## src/rtl/lector_destinos.sv

```systemverilog
// Drain stage for the D0/D1 destination FIFOs: round-robin pop,
// 2-entry skid queue, merged valid/ready output with per-source counters.
module lector_destinos #(
    parameter int BW = 6,
    parameter int CW = 8
) (
    input  logic          clk,
    input  logic          reset_L,
    input  logic          init,
    input  logic          D0_empty,
    input  logic          D1_empty,
    input  logic          D0_error_output,
    input  logic          D1_error_output,
    input  logic [BW-1:0] D0_data_out,
    input  logic [BW-1:0] D1_data_out,
    output logic          D0_rd,
    output logic          D1_rd,
    input  logic          out_ready,
    output logic          out_valid,
    output logic [BW-1:0] out_data,
    output logic          out_src,
    output logic [CW-1:0] cnt_D0,
    output logic [CW-1:0] cnt_D1,
    output logic          idle
);

    logic [BW:0]   mem_q [2];
    logic [BW:0]   mem_d [2];
    logic          wp_q, wp_d;
    logic          rp_q, rp_d;
    logic [1:0]    occ_q, occ_d;
    logic          inflight_q, inflight_d;
    logic          inflight_src_q, inflight_src_d;
    logic          rr_q, rr_d;
    logic [CW-1:0] cnt0_q, cnt0_d;
    logic [CW-1:0] cnt1_q, cnt1_d;

    logic          pop;
    logic          elig0, elig1;
    logic          can_issue;
    logic [2:0]    credit;
    logic [BW-1:0] wdata;

    always_comb begin
        out_valid = (occ_q != 2'd0);
        out_data  = mem_q[rp_q][BW-1:0];
        out_src   = mem_q[rp_q][BW];
        pop       = out_valid & out_ready;

        credit    = {1'b0, occ_q} + {2'b00, inflight_q} - {2'b00, pop};
        can_issue = (credit < 3'd2);

        elig0 = init & ~D0_empty & ~D0_error_output;
        elig1 = init & ~D1_empty & ~D1_error_output;

        D0_rd = 1'b0;
        D1_rd = 1'b0;
        if (reset_L && can_issue) begin
            // rr_q holds the last granted source; a tie goes to the other one
            if (elig0 && elig1) begin
                D0_rd = rr_q;
                D1_rd = ~rr_q;
            end else begin
                D0_rd = elig0;
                D1_rd = elig1;
            end
        end

        rr_d = rr_q;
        if (D1_rd) begin
            rr_d = 1'b1;
        end else if (D0_rd) begin
            rr_d = 1'b0;
        end

        inflight_d     = D0_rd | D1_rd;
        inflight_src_d = D1_rd;

        wdata = inflight_src_q ? D1_data_out : D0_data_out;
        mem_d = mem_q;
        if (inflight_q) begin
            mem_d[wp_q] = {inflight_src_q, wdata};
        end
        wp_d  = wp_q ^ inflight_q;
        rp_d  = rp_q ^ pop;
        occ_d = occ_q + {1'b0, inflight_q} - {1'b0, pop};

        cnt0_d = cnt0_q;
        cnt1_d = cnt1_q;
        if (pop && !out_src) begin
            cnt0_d = cnt0_q + 1'b1;
        end
        if (pop && out_src) begin
            cnt1_d = cnt1_q + 1'b1;
        end

        cnt_D0 = cnt0_q;
        cnt_D1 = cnt1_q;
        idle   = reset_L & init & (occ_q == 2'd0) & ~inflight_q
               & ~elig0 & ~elig1;
    end

    always_ff @(posedge clk or negedge reset_L) begin
        if (!reset_L) begin
            for (int i = 0; i < 2; i++) begin
                mem_q[i] <= '0;
            end
            wp_q           <= 1'b0;
            rp_q           <= 1'b0;
            occ_q          <= 2'd0;
            inflight_q     <= 1'b0;
            inflight_src_q <= 1'b0;
            rr_q           <= 1'b1;
            cnt0_q         <= '0;
            cnt1_q         <= '0;
        end else begin
            mem_q          <= mem_d;
            wp_q           <= wp_d;
            rp_q           <= rp_d;
            occ_q          <= occ_d;
            inflight_q     <= inflight_d;
            inflight_src_q <= inflight_src_d;
            rr_q           <= rr_d;
            cnt0_q         <= cnt0_d;
            cnt1_q         <= cnt1_d;
        end
    end

endmodule
```

## config.mk

```make
export PLATFORM = sky130hd
export DESIGN_NAME = lector_destinos
export DESIGN_NICKNAME = d
export VERILOG_FILES = /design/src/rtl/lector_destinos.sv
export SDC_FILE = /design/constraint.sdc
export NUM_CORES = 1
export LEC_CHECK = 0
export ABC_AREA = 1
export CAP_MARGIN = 20
export CORE_MARGIN = 2
export CORE_UTILIZATION = 53
export CTS_CLUSTER_DIAMETER = 80
export CTS_CLUSTER_SIZE = 14
export DETAILED_ROUTE_END_ITERATION = 8
export GPL_ROUTABILITY_DRIVEN = 0
export GPL_TIMING_DRIVEN = 1
export PLACE_DENSITY = 0.84
export REMOVE_ABC_BUFFERS = 1
export SLEW_MARGIN = 10
export SYNTH_ARGS = -nofsm -noshare
export SYNTH_HDL_FRONTEND = slang
export SYNTH_SLANG_ARGS = --single-unit
```

## constraint.sdc

```tcl
create_clock -name clk -period 5.1 [get_ports clk]
set_clock_uncertainty 0.2 [all_clocks]
set_input_delay 1.02 -clock clk [delete_from_list [all_inputs] [get_ports clk]]
set_output_delay 1.02 -clock clk [all_outputs]
set_load 0.01 [all_outputs]
```

==> tab_implementation.tex <==
\begin{tabular}{lr}
\hline
Metric & Value \\
\hline
\multicolumn{2}{l}{\textbf{Run status}} \\
Result of the run & complete, no violations \\
\multicolumn{2}{l}{\textbf{Routing}} \\
Post-route DRC violation count & 0 \\
Total wire length & around 3700 um \\
Remaining number of nets flagged by the antenna check after routing & 0 \\
Number of search-and-repair iterations in the first detailed-routing pass & 4 \\
Detail-routed net length per standard cell & $\sim$11 um \\
Count of routing violations after the opening detailed-route iteration & 84 \\
Number of vias in the routed layout & 1647 \\
Vias per cell & 4.93 \\
\multicolumn{2}{l}{\textbf{CTS}} \\
CTS tree & built \\
Clock insertion delay at the later pin of the skew report & 0.29 ns \\
Cts bufs inserted & 5 \\
Postcts setup bufs & 0 \\
Total clock sinks & 37 \\
Quantity of hold-fixing buffers added after cts & 0 \\
CTS H-tree lvls & 2 \\
Clock transition at the registers of the reported paths & 0.06 ns \\
Post\_cts resized & 0 \\
Number of buffers on the longest clock path & 2 \\
Root buffer cell & clkbuf\_8 \\
\multicolumn{2}{l}{\textbf{Worst setup path}} \\
Critical path's most frequent cell & inv\_1 \\
Cells traversed along the worst timing path & clkdlybuf4s50\_1, inv\_1, nor2\_2, ha\_1, inv\_1, ha\_1, fa\_1, nor2\_1, nand3\_1, inv\_1, nand2\_1, inv\_1, clkdlybuf4s50\_1 \\
Depth of the worst register-to-register path & 11 \\
CP endpoint kind & primary output \\
End of the worst register-to-register path & inflight\_src\_q \\
CP Class & in2out \\
Biggest fanout along the worst timing path & 3 \\
WP data required & 3.88 ns \\
Critical Path Start Type & input pin \\
Origin of the critical flop-to-flop path & occ\_q[1] \\
Cell with the largest stage delay on the worst path & clkdlybuf4s50\_1 \\
Longest individual stage delay on the worst path & 0.53 ns \\
First element of the critical path & out\_ready \\
End of the critical path & D1\_rd \\
Setup slack, reg-to-reg & about 2.7 ns \\
CP arrival & 3.55 ns \\
\multicolumn{2}{l}{\textbf{STA}} \\
Final-report hold violation count & 0 \\
Min Clock Period, post-route & $\sim$4.8 ns \\
Maximum operating frequency & roughly 210 MHz \\
Slew Viols, Final & 0 \\
Minimum setup slack in the final design & between 0.3 and 0.4 ns \\
Slew at the pin with the worst max-slew slack & 0.510 ns \\
Final period utilization & just over 90\% \\
Final setup TNS & 0 ns \\
Worst rel slew slack & 66.0\% \\
Setup violators final & 0 \\
Unrepaired setup endpoints after global routing & false \\
Worst hold slack & approximately 0.28 ns \\
\multicolumn{2}{l}{\textbf{Synth}} \\
Number of synthesized flops with an enable pin & 0 \\
Warning count from the yosys run & 0 \\
Synth top area share & between 40\% and 50\% \\
FF+latch count, synth & 37 \\
Most common cell in the netlist & nand2\_1 \\
Most frequent cells after synthesis & nand2\_1, dfrtp\_1, inv\_1 \\
Unique masters post-synth & 26 \\
Top cells by area, synth & dfrtp\_1, nand2\_1, inv\_1 \\
Post-synth ARST share & 100\% \\
Top\_reg\_cell synth & dfrtp\_1 \\
Cell type with the highest aggregate area in the netlist & dfrtp\_1 \\
Number of cells produced by synthesis & 235 \\
Post-synthesis cell area & $\sim$2000 um2 \\
Mean instance size in the synthesized netlist & around 8.4 um2 \\
Post-synthesis sequential area ratio & 47.2\% \\
\multicolumn{2}{l}{\textbf{Placement}} \\
Pre-CTS setup slack & 0.337 ns \\
Detailed placement HPWL & 2700 um \\
Placed cell area & about 2500 um2 \\
IO buf count & 46 \\
Cell total after placement & 326 \\
\multicolumn{2}{l}{\textbf{Pwr}} \\
Pwr per Cell Area & 468 nW/um2 \\
Max rail drop VDD & 0.298 mV \\
Leak Pwr & 1.23 nW \\
Total Power & 1.19 mW \\
\multicolumn{2}{l}{\textbf{Global routing}} \\
Pin count of the biggest net entering global routing & 35 \\
Overflow left after global routing & 0 \\
Number of global-route vias before repair & between 1500 and 2000 \\
Total Routing Usage GR & around a fifth \\
First-pass GRT wire length & 6650 um \\
Antenna violations before repair & 0 \\
\multicolumn{2}{l}{\textbf{Hold path}} \\
Hold WC Path Type & reg2reg \\
Worst hold path depth & 2 \\
\multicolumn{2}{l}{\textbf{Finish}} \\
Post-Layout Inst Area & 2540 um2 \\
Area growth syn-to-layout & 29.4\% \\
Layout cells sized above 1 & 8.39\% \\
Non-filler instance count after layout & between 300 and 400 \\
Antenna diode count & 0 \\
Final Util & between 70\% and 80\% \\
Nets@finish & 312 \\
Count of filler cells inserted in the layout & 283 \\
\multicolumn{2}{l}{\textbf{Job}} \\
Max-cap viol count & 0 \\
\multicolumn{2}{l}{\textbf{Die}} \\
Core Rows & 22 \\
I/O pin total & 47 \\
Floorplan die area & around 4200 um2 \\
CORE AREA & 3610 um2 \\
Horizontal extent of the die & approximately 65 um \\
Die Span Y & 64.9 um \\
Effective utilization at floorplan & 54.5\% \\
\hline
\end{tabular}
metal layers:
metal / GRT usage, % / vias to the layer above / part of all wire [%]
li1: - / 835 / -
met5: 0 / - / 0
met3: 3.65 / 6 / 3.7
met1: 24.3 / 770 / 44
met2: 35.8 / 36 / 50
met4: 8.78 / 0 / 1.6
worst min path at each step:
stage               startpoint  endpoint  slack, ns
floorplan             mem_q[0]  mem_q[0]       0.25
global placement      mem_q[5]  mem_q[5]       0.26
detailed placement    mem_q[3]  mem_q[3]       0.27
finish                mem_q[3]  mem_q[3]       0.28
CTS                   mem_q[3]  mem_q[3]       0.29
global route          mem_q[3]  mem_q[3]       0.31
power breakdown:
part | internal (mW) | switching [mW]
Clock | 0.0947 | 0.101
Combinational | 0.268 | 0.227
Sequential | 0.400 | 0.0987
Total | 0.763 | 0.427
registers in the layout, summed over array words and instances (netlist names):
| register | cells |
|---|---|
| cnt_D1 | 8 |
| cnt_D0 | 8 |
| inflight_q | 1 |
| wp_q | 1 |
| rp_q | 1 |
| inflight_src_q | 1 |
| mem_q | 14 |
| rr_q | 1 |
| occ_q | 2 |
critical path: cells and delay by family:
family	cells	cell delay (ns)
and+or+nand+nor	4	0.45
buffers and inverters	6	1.27
adders and majority gates	3	0.81
kinds of logic (layout without fill, tap and decap cells):
family	after synthesis	count (layout)	share of synthesized area (%)
DFF	37	37	47.2
AOI/OAI and AO/OA	21	21	5.73
and+or+nand+nor	118	118	25.5
adders and majority gates	7	7	4.84
buffers and inverters	33	84	7.13
xor gates and xnor gates	7	7	3.12
muxes	12	12	6.49
layout make-up:
class	count	area [um2]	area share [%]
Tap cell	48	60.1	2.36
Timing Repair Buffer	48	470	18.5
Clock inverter	2	10.0	0.394
Clock buffer	6	72.6	2.85
Sequential cell	37	927	36.4
Multi-Input combinational cell	165	898	35.3
Inverter	28	105	4.13
layout by cell type, fill, tap and decap left out, types with 2 or more instances in the layout:
cell,n
nand3b_1,2
o21ai_0,16
o21ai_1,2
mux2i_1,6
ha_1,6
o21ai_2,2
xnor2_1,2
nand2_4,2
xor2_1,5
nand2_1,85
clkbuf_8,5
clkinv_2,2
buf_4,2
dfrtp_1,36
nor2_1,14
inv_1,28
nor2_4,2
clkdlybuf4s50_1,45
nand3_1,9
mux2_2,6
No activity file was read; power rests on OpenSTA's default activity.
